File: config.mk
export PLATFORM = sky130hd
export DESIGN_NAME = pipe_hazard_ctrl
export DESIGN_NICKNAME = d
export VERILOG_FILES = /design/src/rtl/pipe_hazard_ctrl_pkg.sv /design/src/rtl/pipe_hazard_ctrl_fwd_unit.sv /design/src/rtl/pipe_hazard_ctrl.sv
export SDC_FILE = /design/constraint.sdc
export NUM_CORES = 1
export LEC_CHECK = 0
export CAP_MARGIN = 20
export CORE_AREA = 2 2 88 82
export CTS_BUF_LIST = sky130_fd_sc_hd__clkbuf_4 sky130_fd_sc_hd__clkbuf_8
export CTS_CLUSTER_SIZE = 12
export DETAILED_ROUTE_END_ITERATION = 12
export DIE_AREA = 0 0 90 84
export PLACE_DENSITY = 0.67
export RECOVER_POWER = 50
export SLEW_MARGIN = 25
export SYNTH_ARGS = -nofsm -noshare
export SYNTH_HDL_FRONTEND = slang
export SYNTH_HIERARCHICAL = 1
export SYNTH_SLANG_ARGS = --single-unit
File: constraint.sdc
create_clock -name clk -period 2.9 [get_ports clk]
set_input_delay 0.58 -clock clk [delete_from_list [all_inputs] [get_ports clk]]
set_output_delay 0.58 -clock clk [all_outputs]
set_load 0.1 [all_outputs]
File: src/rtl/pipe_hazard_ctrl_pkg.sv
// Shared types and constants for the pipeline hazard controller:
// FSM state encoding, forwarding select codes and register-address width.
package pipe_hazard_ctrl_pkg;

    localparam int REG_W = 4;

    typedef enum logic [1:0] {
        ST_RUN      = 2'd0,
        ST_MEM_WAIT = 2'd1,
        ST_FAULT    = 2'd2
    } state_e;

    localparam logic [1:0] FWD_RF  = 2'b00;
    localparam logic [1:0] FWD_MEM = 2'b10;
    localparam logic [1:0] FWD_WB  = 2'b01;

endpackage

File: src/rtl/pipe_hazard_ctrl_fwd_unit.sv
// Forwarding select for one EX operand: MEM result beats WB result,
// and register 0 is never forwarded.
module fwd_unit #(
    parameter int REG_W = pipe_hazard_ctrl_pkg::REG_W
) (
    input  logic [REG_W-1:0] ex_rs,
    input  logic             mem_en_rw,
    input  logic [REG_W-1:0] mem_rd,
    input  logic             wb_en_rw,
    input  logic [REG_W-1:0] wb_rd,
    output logic [1:0]       fwd_sel
);
    import pipe_hazard_ctrl_pkg::*;

    localparam logic [REG_W-1:0] REG_ZERO = {REG_W{1'b0}};

    // Priority select of the youngest in-flight producer
    always_comb begin
        fwd_sel = FWD_RF;
        if (mem_en_rw && (mem_rd != REG_ZERO) && (mem_rd == ex_rs)) begin
            fwd_sel = FWD_MEM;
        end else if (wb_en_rw && (wb_rd != REG_ZERO) && (wb_rd == ex_rs)) begin
            fwd_sel = FWD_WB;
        end else begin
            fwd_sel = FWD_RF;
        end
    end

endmodule

File: src/rtl/pipe_hazard_ctrl.sv
// Five-stage pipeline hazard controller: memory-wait freeze with timeout fault,
// load-use stall, taken-branch flush, operand forwarding and stall statistics.
module pipe_hazard_ctrl #(
    parameter int REG_W   = pipe_hazard_ctrl_pkg::REG_W,
    parameter int TIMEOUT = 255
) (
    input  logic             clk,
    input  logic             rst_n,
    input  logic [REG_W-1:0] id_rs1,
    input  logic [REG_W-1:0] id_rs2,
    input  logic             id_use1,
    input  logic             id_use2,
    input  logic [REG_W-1:0] ex_rs1,
    input  logic [REG_W-1:0] ex_rs2,
    input  logic             ex_MReg,
    input  logic             ex_EnRW,
    input  logic [REG_W-1:0] ex_rd,
    input  logic             mem_EnRW,
    input  logic [REG_W-1:0] mem_rd,
    input  logic             wb_EnRW,
    input  logic [REG_W-1:0] wb_rd,
    input  logic             mem_req,
    input  logic             dmem_ready,
    input  logic             branch_taken,
    output logic             pc_en,
    output logic             ifid_en,
    output logic             idex_en,
    output logic             exmem_en,
    output logic             memwb_en,
    output logic             ifid_flush,
    output logic             idex_bubble,
    output logic             memwb_bubble,
    output logic [1:0]       fwd_a,
    output logic [1:0]       fwd_b,
    output logic [15:0]      stall_cnt,
    output logic             fault
);
    import pipe_hazard_ctrl_pkg::*;

    localparam logic [REG_W-1:0] REG_ZERO = {REG_W{1'b0}};

    state_e      state_q, state_d;
    logic [7:0]  wait_cnt_q, wait_cnt_d, wait_inc_s;
    logic [15:0] stall_cnt_q, stall_cnt_d;
    logic        fault_q, fault_d;
    logic        freeze_s, load_use_s, stall_s, timeout_s;
    logic [1:0]  fwd_a_s, fwd_b_s;

    fwd_unit #(.REG_W(REG_W)) u_fwd_a (
        .ex_rs(ex_rs1), .mem_en_rw(mem_EnRW), .mem_rd(mem_rd),
        .wb_en_rw(wb_EnRW), .wb_rd(wb_rd), .fwd_sel(fwd_a_s)
    );

    fwd_unit #(.REG_W(REG_W)) u_fwd_b (
        .ex_rs(ex_rs2), .mem_en_rw(mem_EnRW), .mem_rd(mem_rd),
        .wb_en_rw(wb_EnRW), .wb_rd(wb_rd), .fwd_sel(fwd_b_s)
    );

    // Hazard detection; a branch flush already squashes the dependent instruction
    always_comb begin
        load_use_s = ex_MReg && ex_EnRW && (ex_rd != REG_ZERO) &&
                     ((id_use1 && (id_rs1 == ex_rd)) || (id_use2 && (id_rs2 == ex_rd)));
        freeze_s   = (mem_req && !dmem_ready) || (state_q == ST_FAULT);
        stall_s    = freeze_s || (load_use_s && !branch_taken);
        wait_inc_s = (state_q == ST_MEM_WAIT) ? (wait_cnt_q + 8'd1) : 8'd1;
        timeout_s  = (32'(wait_inc_s) >= TIMEOUT);
    end

    // Next-state logic: the first stalled cycle in RUN already counts as a wait cycle
    always_comb begin
        state_d    = state_q;
        wait_cnt_d = wait_cnt_q;
        fault_d    = fault_q;
        case (state_q)
            ST_RUN: begin
                if (mem_req && !dmem_ready) begin
                    wait_cnt_d = wait_inc_s;
                    if (timeout_s) begin
                        state_d = ST_FAULT;
                        fault_d = 1'b1;
                    end else begin
                        state_d = ST_MEM_WAIT;
                    end
                end else begin
                    wait_cnt_d = 8'd0;
                end
            end
            ST_MEM_WAIT: begin
                if (dmem_ready) begin
                    state_d    = ST_RUN;
                    wait_cnt_d = 8'd0;
                end else if (timeout_s) begin
                    state_d    = ST_FAULT;
                    wait_cnt_d = wait_inc_s;
                    fault_d    = 1'b1;
                end else begin
                    wait_cnt_d = wait_inc_s;
                end
            end
            ST_FAULT: begin
                state_d = ST_FAULT;
                fault_d = 1'b1;
            end
            default: begin
                state_d    = ST_RUN;
                wait_cnt_d = 8'd0;
            end
        endcase
        stall_cnt_d = (stall_s && (stall_cnt_q != 16'hFFFF)) ? (stall_cnt_q + 16'd1) : stall_cnt_q;
    end

    // State, wait counter, stall statistics and sticky fault
    always_ff @(posedge clk or negedge rst_n) begin
        if (!rst_n) begin
            state_q     <= ST_RUN;
            wait_cnt_q  <= 8'd0;
            stall_cnt_q <= 16'd0;
            fault_q     <= 1'b0;
        end else begin
            state_q     <= state_d;
            wait_cnt_q  <= wait_cnt_d;
            stall_cnt_q <= stall_cnt_d;
            fault_q     <= fault_d;
        end
    end

    // Pipeline control, zero latency; reset holds every stage frozen with NOPs
    always_comb begin
        pc_en        = 1'b1;
        ifid_en      = 1'b1;
        idex_en      = 1'b1;
        exmem_en     = 1'b1;
        memwb_en     = 1'b1;
        ifid_flush   = 1'b0;
        idex_bubble  = 1'b0;
        memwb_bubble = 1'b0;
        if (!rst_n) begin
            pc_en        = 1'b0;
            ifid_en      = 1'b0;
            idex_en      = 1'b0;
            exmem_en     = 1'b0;
            memwb_en     = 1'b0;
            ifid_flush   = 1'b1;
            idex_bubble  = 1'b1;
            memwb_bubble = 1'b1;
        end else if (freeze_s) begin
            pc_en        = 1'b0;
            ifid_en      = 1'b0;
            idex_en      = 1'b0;
            exmem_en     = 1'b0;
            memwb_bubble = 1'b1;
        end else if (branch_taken) begin
            ifid_flush  = 1'b1;
            idex_bubble = 1'b1;
        end else if (load_use_s) begin
            pc_en       = 1'b0;
            ifid_en     = 1'b0;
            idex_bubble = 1'b1;
        end else begin
            pc_en = 1'b1;
        end
        fwd_a     = rst_n ? fwd_a_s : FWD_RF;
        fwd_b     = rst_n ? fwd_b_s : FWD_RF;
        stall_cnt = stall_cnt_q;
        fault     = fault_q;
    end

endmodule
==> After elaboration in Yosys (flattened, before gate mapping) <==
Cells that the tools add are included.
{ "word_totals": {"register_bits": 27, "inputBits": 39, "out_inout_bits": 29, "word_cells": 80} }
{ "classes": {"add_sub_neg": 2, "n_lt_le_gt_ge": 1, "n_eq_ne": 12, "mux": 35, "reduce_logical": 26} }
{ "ops": {"columns": ["op", "n"], "rows": [
  ["$eq A4 B4 Y1", 6],
  ["$mux W8", 3],
  ["$pmux W8 S3", 1],
  ["$mux W1", 21],
  ["$add A16 B1 Y16 const B", 1],
  ["$mux W2", 8],
  ["$ne A16 B16 Y1 const B", 1],
  ["$logic_and A1 B1 Y1", 14],
  ["$reduce_bool A4 Y1", 3],
  ["$add A8 B1 Y8 const B", 1],
  ["$ge A8 B8 Y1 const B", 1],
  ["$pmux W2 S3", 1],
  ["$ne A2 B2 Y1 const B", 2],
  ["$logic_or A1 B1 Y1", 3],
  ["$ne A3 B3 Y1 const B", 1],
  ["$pmux W1 S3", 1],
  ["$reduce_and A3 Y1", 1],
  ["$reduce_bool A3 Y1", 1],
  ["$eq A2 B1 Y1 const B", 1],
  ["$eq A2 B2 Y1 const B", 1],
  ["$logic_not A1 Y1", 2],
  ["$logic_not A2 Y1", 1],
  ["$reduce_and A2 Y1", 1]
]} }

==> Logic depth before layout (Yosys ltp) <==
{ "depth": {"word_depth": 8, "mapped_depth": 8, "mapped_depth_nobuf": 7} }

==> By module <==
The synthesis kept the hierarchy.
{ "by_module_without_submodules": {"columns": ["mod", "instances", "cells_each", "area_per_inst_um2", "seq_area_each_um2"], "rows": [
  ["pipe_hazard_ctrl", 1, 180, 1675.4, 675.6],
  ["fwd_unit", 2, 17, 127.6, 0.0]
]} }

==> Least setup slack after synthesis <==
OpenSTA, ideal clock, no wires.
{ "synth_timing": {"path_type": "input-to-output", "start": "in mem_req", "end": "out pc_en", "t_arrival_ps": 3444, "t_required_ps": 2320, "path_slack_ps": -1124, "cell_stages": 5, "n_path_buf": 1, "path_cell_list": "nor2b_1 -> nor2_1 -> nand2_1 -> nor2_1 -> buf_4"} }
{ "synth_between": {"elab_chain_len": 4} }
{ "synth_lines": {"columns": ["element", "line_no", "rtl"], "rows": [
  ["from (decl)", "pipe_hazard_ctrl.sv:22", "input logic mem_req,"],
  ["$logic_and A1 B1 Y1", "pipe_hazard_ctrl.sv:63", "freeze_s = (mem_req && !dmem_ready) || (state_q == ST_FAULT);"],
  ["$logic_or A1 B1 Y1", "pipe_hazard_ctrl.sv:63", null],
  ["$mux W1 (2 in a row)", null, null],
  ["to (decl)", "pipe_hazard_ctrl.sv:25", "output logic pc_en,"]
]} }
Every way passes these cells.

==> Worst setup path in the final report <==
{ "layout_timing": {"start": "in ex_rd[0]", "end": "out idex_bubble"} }
{ "layout_between": {"elab_chain_len": 8, "elab_cells_between_ends": 12, "classes_between": "eq/ne: 2; mux: 4; reduce/logical: 6"} }
{ "layout_lines": {"columns": ["element", "line_no", "rtl"], "rows": [
  ["from (decl)", "pipe_hazard_ctrl.sv:17", "input logic [REG_W-1:0] ex_rd,"],
  ["$eq A4 B4 Y1", "pipe_hazard_ctrl.sv:62", "((id_use1 && (id_rs1 == ex_rd)) || (id_use2 && (id_rs2 == ex_rd)));"],
  ["$logic_and A1 B1 Y1", "pipe_hazard_ctrl.sv:62", null],
  ["$logic_or A1 B1 Y1", "pipe_hazard_ctrl.sv:62", null],
  ["$logic_and A1 B1 Y1 (*)", "pipe_hazard_ctrl.sv:61", "load_use_s = ex_MReg && ex_EnRW && (ex_rd != REG_ZERO) &&"],
  ["$mux W1 (*)", "pipe_hazard_ctrl.sv:155", "end else if (load_use_s) begin"],
  ["$mux W1 (*)", "pipe_hazard_ctrl.sv:152", "end else if (branch_taken) begin"],
  ["$mux W1 (*)", "pipe_hazard_ctrl.sv:146", "end else if (freeze_s) begin"],
  ["$mux W1 (*)", "pipe_hazard_ctrl.sv:137", "if (!rst_n) begin"],
  ["to (decl)", "pipe_hazard_ctrl.sv:31", "output logic idex_bubble,"]
]} }
Mark *: on every way between the ends. The rest lies on a longest branch, timed or not.

==> results_dict.tcl <==
set metrics [dict create \
    rsz0062_at_grt "no" \
    cts_made_buffers 3 \
    area_growth_pct 45.30 \
    drc 0 \
    synth-seq-cells 27 \
    timing.final.crit_share_pct 96.39 \
    cts.htree.levels 1 \
    async_flop_share_pct 100.0 \
    start_kind "input port" \
    drt-vias-per-instance 4.831 \
    synth_ff_type "dfrtp_1" \
    cts.hold.buffers_added 0 \
    final_cell_area_sq_mm 0.002805 \
    start_util_pct 28.61 \
    hold_viol 0 \
    fmax_ghz 0.3577 \
    maxCapViolCount 0 \
    syn-cell-area_sq_mm 0.001931 \
    setup_tns_ps 0 \
    crit_path_end_kind "output port" \
    fin_cells 373 \
    ir_worst_vdd_uv 549.1 \
    drt_wl_total_mm 4.711 \
    syn_avg_cell_area_sq_um 9.022 \
    cts_resized 0 \
    drtIter0Drc 88 \
    final.setup_skew_ps 4.691 \
    worst_slew_pin_slew_ps 1190 \
    crit_required_ps 2320 \
    utilization_pct 41.56 \
    place_congestion 0.8215 \
    ys.warnings.count 6 \
    place_area_sq_mm 0.002795 \
    cts_tree "done" \
    netlist_instances 214 \
    hold_path.class "input port to async pin" \
    fp.dieH_microns 84 \
    rows 29 \
    max_stage_delay_ps 470 \
    place_hpwl_mm 3.838 \
    synth.top_cell.area_share_pct 35.00 \
    grt_pass1_vias 1809 \
    place_inst 369 \
    yosysSeqAreaShare_pct 35.00 \
    fin_crit_ps 2795 \
    pin_count 68 \
    n_antenna_cell 0 \
    layout-drive-gt1-share_pct 18.57 \
    crit_slowest_cell "clkdlybuf4s50_1" \
    grt_max_degree 20 \
    io_buffers 67 \
    timing.reg2reg.setup_slack_ps 870 \
    synth.area.top_cells "dfrtp_1, xnor2_1, o21ai_0, xor2_1, nand2_1" \
    grt_overflow 0 \
    clock_latency_ps 270 \
    ant_nets 0 \
    synth_area_leader_cell "dfrtp_1" \
    path_cells "clkdlybuf4s50_1 > xor2_1 > nor3_1 > nand4_1 > and3_1 > o21ai_2 > buf_12" \
    synth_cell_types 48 \
    route.detailed.wl_per_inst_microns 12.63 \
    slew_viol_final 0 \
    syn-num-nets 255 \
    yosysMostFrequentCell "dfrtp_1" \
    clkTransAtPathRegs_ps 90 \
    setup_viol 0 \
    grt_pass1_wl_mm 8.135 \
    coreArea_sq_mm 0.006749 \
    cp_data_arrival_time_ps 2220 \
    status "completed" \
    synth_commonest_cells "dfrtp_1, xnor2_1, nand2_1" \
    cts_setup_buffers 0 \
    slew-limit-headroom_pct 20.99 \
    cts_buffer_depth 2 \
    leakagePower_nw 1.115 \
    vias 1802 \
    dr.pass1.iters 4 \
    cts.sinks 27 \
    fin_nets 322 \
    dieArea_sq_mm 0.007560 \
    clock_tree.root_cell "clkbuf_8" \
    power_density_mw_per_mm2 490.0 \
    hold_slack_ps 452.3 \
    antenna_found_initial 0 \
    grt.total_usage_pct 12.52 \
    synth_edf_count 0 \
    die_w_microns 90 \
    crit_type "input port to output port" \
    critPathMaxFanout 3 \
]
==> report_power, final <==
group | internal (mW) | switching [mW] | leakage (nW) | total, mW
Clock | 0.108 | 0.113 | 0.0262 | 0.221
Sequential | 0.420 | 0.0546 | 0.358 | 0.475
Combinational | 0.193 | 0.486 | 0.730 | 0.679
==> cell type report <==
class / instances / area (sq um)
Clock buffer: 4 / 48.80
Fill cell: 710 / 3944
Inverter: 3 / 15.01
Multi-Input combinational cell: 173 / 1200
Sequential cell: 27 / 675.6
Tap cell: 93 / 116.4
Timing Repair Buffer: 73 / 749.5
==> critical path: cells and delay by family <==
family,cells,cell delay [ps]
compound gates,1,160
xor+xnor,1,190
buf+inv,2,660
simple gates,3,620
==> registers in the layout, indices dropped and copies added, names as in the netlist <==
signal / cells
state_q: 2
fault: 1
wait_cnt_q: 8
stall_cnt: 16
==> cell families (layout without fill, tap and decap cells) <==
kind of cell	after synthesis	in the layout	synth area share [%]
fa+ha+maj	2	2	1.296
simple gates	90	90	25.66
buf+inv	14	80	4.018
xor+xnor	30	30	13.61
flops	27	27	35.00
mux	5	5	2.916
compound gates	46	46	17.50
==> placed cells by master, fill, tap and decap left out, drive strengths merged, types with 8 or more instances in the layout <==
master         netlist  layout
nand3                9       9
dfrtp               27      27
buf                  7      25
xnor2               22      22
and2                 8       8
nor3                12      12
clkbuf               4      15
nor2                15      15
clkdlybuf4s50        0      36
o21ai               18      18
xor2                 8       8
nand2               17      17
==> per-stage QoR <==
| step | setup WS, ps | power, mW |
|---|---|---|
| global route | 64.68 | 1.440 |
| floorplan | 140.9 | 0.9708 |
| global placement | 171.4 | 1.179 |
| finish | 104.6 | 1.375 |
| detailed placement | 126.2 | 1.185 |
| CTS | 124.7 | 1.407 |
==> metal layers <==
layer / part of all wire (%) / GRT usage (%) / wire length [microns]
met4: 0.57 / 2.378 / 27
met5: 0 / 0 / 0
met3: 4.1 / 1.987 / 195
met1: 45 / 15.91 / 2134
met2: 50 / 22.56 / 2354
==> path summary, 6_finish.rpt <==
kind                          startpoint             to  cells after the start
setup / recovery                ex_rd[0]    idex_bubble                      7
hold / removal                     rst_n  stall_cnt[10]                      1
setup reg to reg            stall_cnt[0]   stall_cnt[1]                      6
hold reg to reg            wait_cnt_q[7]  wait_cnt_q[7]                      1
max in group asynchronous          rst_n  wait_cnt_q[1]                      2
min in group clk           wait_cnt_q[7]  wait_cnt_q[7]                      1
No activity file was read; power rests on OpenSTA's default activity.
